### src/rtl/led_pattern_engine.sv
// LED pattern engine: command/payload interface driving LEDs in static, blink or PWM mode.
// Commands execute on the rising edge of en_i; every command answers with ack_o (plus err_o if rejected).
module led_pattern_engine #(
  parameter int LED_WIDTH      = 8,
  parameter int DATA_WIDTH     = 8,
  parameter int CALLBACK_WIDTH = 8,
  parameter int PRESC_DIV      = 1024
) (
  input  logic                      clk,
  input  logic                      rst_ni,
  input  logic [3:0]                cmd_i,
  input  logic [DATA_WIDTH-1:0]     led_payload_i,
  input  logic                      en_i,
  output logic [CALLBACK_WIDTH-1:0] callback_o,
  output logic                      ack_o,
  output logic                      err_o,
  output logic [LED_WIDTH-1:0]      led_o
);

  localparam int PW = (PRESC_DIV > 1) ? $clog2(PRESC_DIV) : 1;
  localparam logic [PW-1:0] PRESC_LAST = PW'(PRESC_DIV - 1);

  localparam logic [3:0] CMD_SET_LED    = 4'h1;
  localparam logic [3:0] CMD_SET_MODE   = 4'h2;
  localparam logic [3:0] CMD_SET_DUTY   = 4'h3;
  localparam logic [3:0] CMD_SET_PERIOD = 4'h4;
  localparam logic [3:0] CMD_GET        = 4'h5;

  typedef enum logic [1:0] {
    MODE_STATIC = 2'd0,
    MODE_BLINK  = 2'd1,
    MODE_PWM    = 2'd2
  } mode_t;

  logic                  en_r;
  logic                  en_d;
  logic [3:0]            cmd_r;
  logic [DATA_WIDTH-1:0] payload_r;
  logic                  exec;

  logic [LED_WIDTH-1:0]  pattern_q;
  mode_t                 mode_q;
  logic [1:0]            mode_bits;
  logic [DATA_WIDTH-1:0] duty_q;
  logic [DATA_WIDTH-1:0] period_q;

  logic [PW-1:0]         presc_q;
  logic                  tick;
  logic [DATA_WIDTH-1:0] pwm_cnt_q;
  logic [DATA_WIDTH-1:0] blink_cnt_q;
  logic                  phase_q;

  logic                      wr_led;
  logic                      wr_mode;
  logic                      wr_duty;
  logic                      wr_period;
  logic                      cmd_err;
  logic [CALLBACK_WIDTH-1:0] cb_next;
  logic                      restart_all;
  logic                      restart_blink;
  logic [LED_WIDTH-1:0]      led_target;

  // Operands are frozen at the rising edge so a held strobe cannot alter them.
  always_ff @(posedge clk or negedge rst_ni) begin
    if (!rst_ni) begin
      en_r      <= 1'b0;
      en_d      <= 1'b0;
      cmd_r     <= '0;
      payload_r <= '0;
    end else begin
      en_r <= en_i;
      en_d <= en_r;
      if (en_i && !en_r) begin
        cmd_r     <= cmd_i;
        payload_r <= led_payload_i;
      end
    end
  end

  assign exec      = en_r & ~en_d;
  assign mode_bits = mode_q;

  always_comb begin
    wr_led    = 1'b0;
    wr_mode   = 1'b0;
    wr_duty   = 1'b0;
    wr_period = 1'b0;
    cmd_err   = 1'b0;
    cb_next   = '0;
    case (cmd_r)
      CMD_SET_LED: begin
        wr_led  = 1'b1;
        cb_next = CALLBACK_WIDTH'(payload_r);
      end
      CMD_SET_MODE: begin
        if (payload_r[1:0] == 2'd3) begin
          cmd_err = 1'b1;
          cb_next = CALLBACK_WIDTH'(mode_bits);
        end else begin
          wr_mode = 1'b1;
          cb_next = CALLBACK_WIDTH'(payload_r[1:0]);
        end
      end
      CMD_SET_DUTY: begin
        wr_duty = 1'b1;
        cb_next = CALLBACK_WIDTH'(payload_r);
      end
      CMD_SET_PERIOD: begin
        wr_period = 1'b1;
        cb_next   = CALLBACK_WIDTH'(payload_r);
      end
      CMD_GET: begin
        case (payload_r[1:0])
          2'd0:    cb_next = CALLBACK_WIDTH'(pattern_q);
          2'd1:    cb_next = CALLBACK_WIDTH'(mode_bits);
          2'd2:    cb_next = CALLBACK_WIDTH'(duty_q);
          default: cb_next = CALLBACK_WIDTH'(period_q);
        endcase
      end
      default: begin
        cmd_err = 1'b1;
        cb_next = '1;
      end
    endcase
  end

  always_ff @(posedge clk or negedge rst_ni) begin
    if (!rst_ni) begin
      pattern_q <= '0;
      mode_q    <= MODE_STATIC;
      duty_q    <= '0;
      period_q  <= '0;
    end else if (exec) begin
      if (wr_led)    pattern_q <= LED_WIDTH'(payload_r);
      if (wr_mode)   mode_q    <= mode_t'(payload_r[1:0]);
      if (wr_duty)   duty_q    <= payload_r;
      if (wr_period) period_q  <= payload_r;
    end
  end

  always_ff @(posedge clk or negedge rst_ni) begin
    if (!rst_ni) begin
      callback_o <= '0;
      ack_o      <= 1'b0;
      err_o      <= 1'b0;
    end else begin
      ack_o <= exec;
      err_o <= exec & cmd_err;
      if (exec) callback_o <= cb_next;
    end
  end

  assign tick          = (presc_q == PRESC_LAST);
  assign restart_all   = exec & wr_mode;
  assign restart_blink = exec & wr_period;

  // A restart wins over a coincident tick, so the cleared counters start clean.
  always_ff @(posedge clk or negedge rst_ni) begin
    if (!rst_ni) begin
      presc_q   <= '0;
      pwm_cnt_q <= '0;
    end else if (restart_all) begin
      presc_q   <= '0;
      pwm_cnt_q <= '0;
    end else if (tick) begin
      presc_q   <= '0;
      pwm_cnt_q <= pwm_cnt_q + 1'b1;
    end else begin
      presc_q   <= presc_q + 1'b1;
    end
  end

  always_ff @(posedge clk or negedge rst_ni) begin
    if (!rst_ni) begin
      blink_cnt_q <= '0;
      phase_q     <= 1'b0;
    end else if (restart_all || restart_blink) begin
      blink_cnt_q <= '0;
      phase_q     <= 1'b0;
    end else if (tick) begin
      if (blink_cnt_q == period_q) begin
        blink_cnt_q <= '0;
        phase_q     <= ~phase_q;
      end else begin
        blink_cnt_q <= blink_cnt_q + 1'b1;
      end
    end
  end

  always_comb begin
    led_target = pattern_q;
    case (mode_q)
      MODE_BLINK: led_target = phase_q ? pattern_q : '0;
      MODE_PWM:   led_target = pattern_q & {LED_WIDTH{pwm_cnt_q < duty_q}};
      default:    led_target = pattern_q;
    endcase
  end

  always_ff @(posedge clk or negedge rst_ni) begin
    if (!rst_ni) led_o <= '0;
    else         led_o <= led_target;
  end

endmodule

### config.mk
export PLATFORM = sky130hd
export DESIGN_NAME = led_pattern_engine
export DESIGN_NICKNAME = d
export VERILOG_FILES = /design/src/rtl/led_pattern_engine.sv
export SDC_FILE = /design/constraint.sdc
export NUM_CORES = 1
export LEC_CHECK = 0
export ABC_AREA = 0
export CAP_MARGIN = 25
export CORE_MARGIN = 1.5
export CORE_UTILIZATION = 40
export DETAILED_ROUTE_END_ITERATION = 8
export MAX_ROUTING_LAYER = met4
export PLACE_DENSITY = 0.6
export REMOVE_ABC_BUFFERS = 1
export SYNTH_ARGS = -nofsm -noshare
export SYNTH_HDL_FRONTEND = slang
export SYNTH_SLANG_ARGS = --single-unit
### constraint.sdc
create_clock -name clk -period 2 [get_ports clk]
set_clock_uncertainty 0.1 [all_clocks]
set_input_delay 0.2 -clock clk [delete_from_list [all_inputs] [get_ports clk]]
set_output_delay 0.2 -clock clk [all_outputs]
set_load 0.01 [all_outputs]
# --- After elaboration in Yosys (flattened, before gate mapping) ---
# Index checks and enable logic that the tools add are counted.
classes:
  n_reduce_logical: 14
  bitwise_logic: 7
  n_mux: 22
  n_lt_le_gt_ge: 1
  eq_ne: 12
  n_addsub: 3
ops:
  columns: ["operator", "n"]
  rows:
  - ["8-bit 2-to-1 mux", 6]
  - ["8-bit one-hot mux with 3 select lines", 2]
  - ["10-bit 2-to-1 mux", 2]
  - ["8-bit by 1-bit adder with 8-bit output (second input constant)", 2]
  - ["8-bit one-hot mux with 2 select lines", 1]
  - ["10-bit by 1-bit adder with 10-bit output (second input constant)", 1]
  - ["10-bit equality test (second input constant)", 1]
  - ["2-bit AND reduction", 5]
  - ["1-bit 2-to-1 mux", 9]
  - ["8-bit bitwise AND", 1]
  - ["4-bit by 2-bit equality test with 1-bit output (second input constant)", 2]
  - ["4-bit by 3-bit equality test with 1-bit output (second input constant)", 2]
  - ["8-bit equality test", 1]
  - ["8-bit < comparator", 1]
  - ["2-bit equality test (second input constant)", 3]
  - ["2-bit nonzero test", 3]
  - ["1-bit bitwise AND", 4]
  - ["2-bit by 1-bit equality test with 1-bit output (second input constant)", 2]
  - ["4-bit by 1-bit equality test with 1-bit output (second input constant)", 1]
  - ["4-bit OR reduction", 1]
  - ["3-bit OR reduction", 1]
  - ["2-bit zero test", 1]
  - ["2-bit 2-to-1 mux", 1]
  - ["1-bit NOT", 2]
  - ["4 further kinds", 4]
totals:
  input_bits: 15
  ff_bits: 85

# --- Depth between registers and ports, before layout ---
# Gate-level depths: netlist (run 1).
logic_depth:
  word_depth: 7
  mapped_depth: 7

# --- Least setup slack after synthesis (run 1) ---
# No wires, ideal clock.
synth_timing:
  kind: "flip-flop to flip-flop"
  start: "reg cmd_r[0]"
  end: "reg blink_cnt_q[7]"
  path_slack_ns: 0.056
  required_ns: 1.760
  setup_time_ns: 0.140
  n_path_buf: 2
  t_arrival_ns: 1.704
  stages_incl_launch_ff: 7
  synth_period_minus_slack_ns: 1.944
  cell_sequence: "dfrtp_1 buf_6 or4b_4 or3_1 clkbuf_2 o2111ai_2 o221ai_1"
synth_between:
  elab_chain_len: 5
  word_cells_on_any_way: 9
  classes_between: "2 x eq/ne; 3 x mux; 2 x bitwise; 2 x reduce/logical"
synth_lines:
  columns: ["element", "line_no", "source"]
  rows:
  - ["start, declared", "37", "logic [3:0] cmd_r;"]
  - ["start signal, assigned", "74", "cmd_r <= cmd_i;"]
  - ["4-bit by 2-bit equality test with 1-bit output or 4-bit by 3-bit equality test with 1-bit output (tied branches)", "90", "case (cmd_r)"]
  - ["1-bit 2-to-1 mux", "90", null]
  - ["1-bit bitwise AND, on equally long branches", "154, 155", null]
  - ["1-bit logical OR *", "177", "end else if (restart_all || restart_blink) begin"]
  - ["8-bit 2-to-1 mux or 2-bit nonzero test (tied branches)", null, null]
  - ["end signal, assigned", "185", "blink_cnt_q <= blink_cnt_q + 1'b1;"]
  - ["end, declared", "50", "logic [DATA_WIDTH-1:0] blink_cnt_q;"]
# Mark *: on every way between the ends. The rest lies on a longest branch, timed or not.
# A chain may end at the register's enable or synchronous reset.

# --- Final worst setup path (run 1) ---
layout_timing:
  start: "reg presc_q[0]"
  end: "reg phase_q"
layout_between:
  elab_chain_len: 3
layout_lines:
  columns: ["element", "line_no", "source"]
  rows:
  - ["start, declared", "47", "logic [PW-1:0] presc_q;"]
  - ["start signal, assigned", "169", "presc_q <= presc_q + 1'b1;"]
  - ["10-bit equality test", "153", "assign tick = (presc_q == PRESC_LAST);"]
  - ["2-bit nonzero test (no line)", null, null]
  - ["2-bit AND reduction (no line)", null, null]
  - ["end signal, assigned", "183", "phase_q <= ~phase_q;"]
  - ["end, declared", "51", "logic phase_q;"]
# No other way between the ends.

==> impl_results.md, run 1 <==
- Via count: 3049
- Final WL: 9060 um
- Clock group share of total power: 21.7%
- GPL Wtd Cong: 0.784
- Setup violations, final: 0
- Ys Warns: 0
- Maxcap violations: 0
- Vias in the first global route: 3017
- Clock root buffer: clkbuf_8
- Crit. End Element: register
- ANT cells: 0
- Power Density: 1120 nW/um2
- Cells after Synth: 390
- CTS max path bufs: 2
- Worst-Margin Slew: 0.487 ns
- Fin. max-slew vios: 0
- Die Area: 11100 um2
- Slew headroom: 67.4%
- Row cnt: 37
- H-tree depth: 3
- Die Span Y: 105 um
- Fmax: 543 MHz
- Min-Delay Path Class: input port to register
- Post-CTS setup buffers: 0
- Design area: 4970 um2
- Ports: 33
- Critical Path AT: 2.03 ns
- Core Region: 10200 um2
- Initial drt markers: 115
- Final Total Pwr: 5580 uW
- Number of flops mapped to enable cells by yosys: 0
- Switching share of total power: 34.5%
- DRC violations left: 0
- RSZ-0062 raised after global routing: false
- Share of the synthesized area in the top cell type: 50.8%
- Int Pwr: 3650 uW
- Leakage Power: 0.00213 uW
- Area contributors post-synth: dfrtp_1 51%, mux2_2 6.2%, a21oi_1 3.8%
- First-pass GRT wire length: 15500 um
- Gr usage total: 18.4%
- Combinational Power Share: 32.4%
- Final Util: 48.6%
- DIE WIDTH: 105 um
- Post-synth ARST share: 100%
- Post-synthesis sequential element count: 85
- Register area share after synthesis: 50.8%
- CP Class: register to register
- P_sw: 1930 uW
- Port bufs: 32
- Post-Syn Area per Cell: 10.7 um2
- Final HPWL DP: 6430 um
- Worst skew pair latency: 0.36 ns
- GR Overflow Total: 0
- Worst-path fanout max: 7
- Pin count of the biggest net entering global routing: 86
- Initial Utilization: 40.9%
- CTS clk-pin slew, worst paths: 0.09 ns
- WL/cell: 15.7 um
- Mapped cell area: 4190 um2
- Final ANT Viol Nets: 0
- Commonest cells post-synth: 85 x dfrtp_1, 32 x a21oi_1, 26 x nand2_1, 26 x o21ai_0, 24 x nor2_1
- Clk sinks: 85
- Status: finished clean
- Sequential Power Share: 46.0%
- Post-route setup TNS: 0 ns
- Drt pass-1 iters: 4
- Antenna violations before repair: 0
- Total CTS buffers: 9
- Via density: 5.28
- Layout cells sized above 1: 17.5%
- Cell taking the most area after synthesis: dfrtp_1
- Hold Vio Cnt, Final: 0
- CP Launch Type: register
- Count of different cell masters after synthesis: 49
- CTS tree: done
- Predominant post-synthesis flop cell: dfrtp_1
- Final period util: 92.1%
- Dpl cell area: 4760 um2
- Area grow syn2layout: 18.6%
- Final nets: 463
- Most numerous cell in the Yosys netlist: dfrtp_1
- VDD IR max: 506 uV
- Post-route minimum period: 1.84 ns
- WP data required: 2.19 ns
## stage by stage
| step | cells | worst slack [ns] | hold WS, ns |
|---|---|---|---|
| floorplan | 370 | 0.0310 | -0.196 |
| global placement | 560 | 0.0895 | 0.170 |
| detailed placement | 560 | 0.0291 | 0.171 |
| CTS | 577 | 0.00614 | 0.199 |
| global route | 577 | 0.0261 | 0.201 |
| finish | 577 | 0.157 | 0.209 |
## layer usage
layer	part of all wire [%]	global-route usage [%]
met2	48	27.7
met3	4.2	4.70
met1	47	24.9
met5	0	-
met4	1.2	4.79
## cell usage in the layout, fill, tap and decap left out, types with 6 or more instances in the layout
cell type / instances
or3_1: 7
clkdlybuf4s50_1: 31
inv_1: 17
a21oi_1: 32
ha_1: 12
mux2i_1: 6
xnor2_1: 13
o211ai_1: 7
nor2_1: 24
a31oi_1: 6
a22oi_1: 6
o21ai_0: 26
nand3_1: 11
o2bb2ai_1: 6
mux2_2: 23
nand4_1: 6
nand2_1: 25
buf_4: 22
dfrtp_1: 85
clkbuf_8: 9
## power groups by stage
stage,clock [uW],sequential (uW),combinational (uW)
after CTS,1240,2560,1820
after global placement,0,2580,1780
after floorplan,0,2520,1090
after detailed placement,0,2590,1810
final,1210,2560,1810
after global routing,1330,2620,2050
## logic make-up (layout without fill, tap and decap cells)
logic type,count (synthesis),after routing,share of synthesized area (%)
compound gates,100,100,15.0
xor+xnor,17,17,3.56
fa+ha+maj,12,12,3.59
buf+inv,37,88,3.85
flops,85,85,50.8
mux,36,36,10.5
simple gates,103,103,12.7
## registers in the layout (all words and copies together) (netlist names)
name / cells
payload_r: 8
duty_q: 8
err_o: 1
mode_bits: 2
ack_o: 1
period_q: 8
pwm_cnt_q: 8
led_o: 8
pattern_q: 8
presc_q: 10
cmd_r: 4
callback_o: 8
en_d: 1
blink_cnt_q: 8
phase_q: 1
en_r: 1
## critical path, stage by stage, from the launching register on
cell and delay (ns):
dfrtp_1 0.40, ha_1 0.22, and4_4 0.29, nand3_1 0.10, or4_1 0.51, a21oi_1 0.16
## timing repair
item	in CTS	in global routing
endpoints found under the hold margin	85	0
endpoints found under the setup margin	0	14
hold buffers	1	0
resized for setup	0	5
## worst paths after layout
path / start / end / slack, ns / cells past startpoint
setup / recovery: presc_q[0] / phase_q / 0.16 / 5
hold / removal: en_i / en_r / 0.21 / 1
setup reg to reg: presc_q[0] / phase_q / 0.16 / 5
hold reg to reg: en_r / en_d / 0.31 / 0
max in group asynchronous: rst_ni / led_o[7] / 1.13 / 3
min in group asynchronous: rst_ni / payload_r[6] / 0.30 / 3
## layout make-up
class                           instances  area [um2]
Fill cell                             921        5260
Tap cell                              136         170
Inverter                               17        63.8
Multi-Input combinational cell        268        1910
Clock buffer                           10         128
Timing Repair Buffer                   55         505
Sequential cell                        85        2130
Clock inverter                          6        63.8
Power figures use the tool's default switching activity.
==> inputs of run 2 (changes only) <==
--- a/config.mk
+++ b/config.mk
@@ -13,6 +13,7 @@
 export MAX_ROUTING_LAYER = met4
 export PLACE_DENSITY = 0.6
 export REMOVE_ABC_BUFFERS = 1
+export SLEW_MARGIN = 25
 export SYNTH_ARGS = -nofsm -noshare
 export SYNTH_HDL_FRONTEND = slang
 export SYNTH_SLANG_ARGS = --single-unit
==> results of run 2 <==
Same layout as run 1: the final DEF is identical, and so are final timing and power.
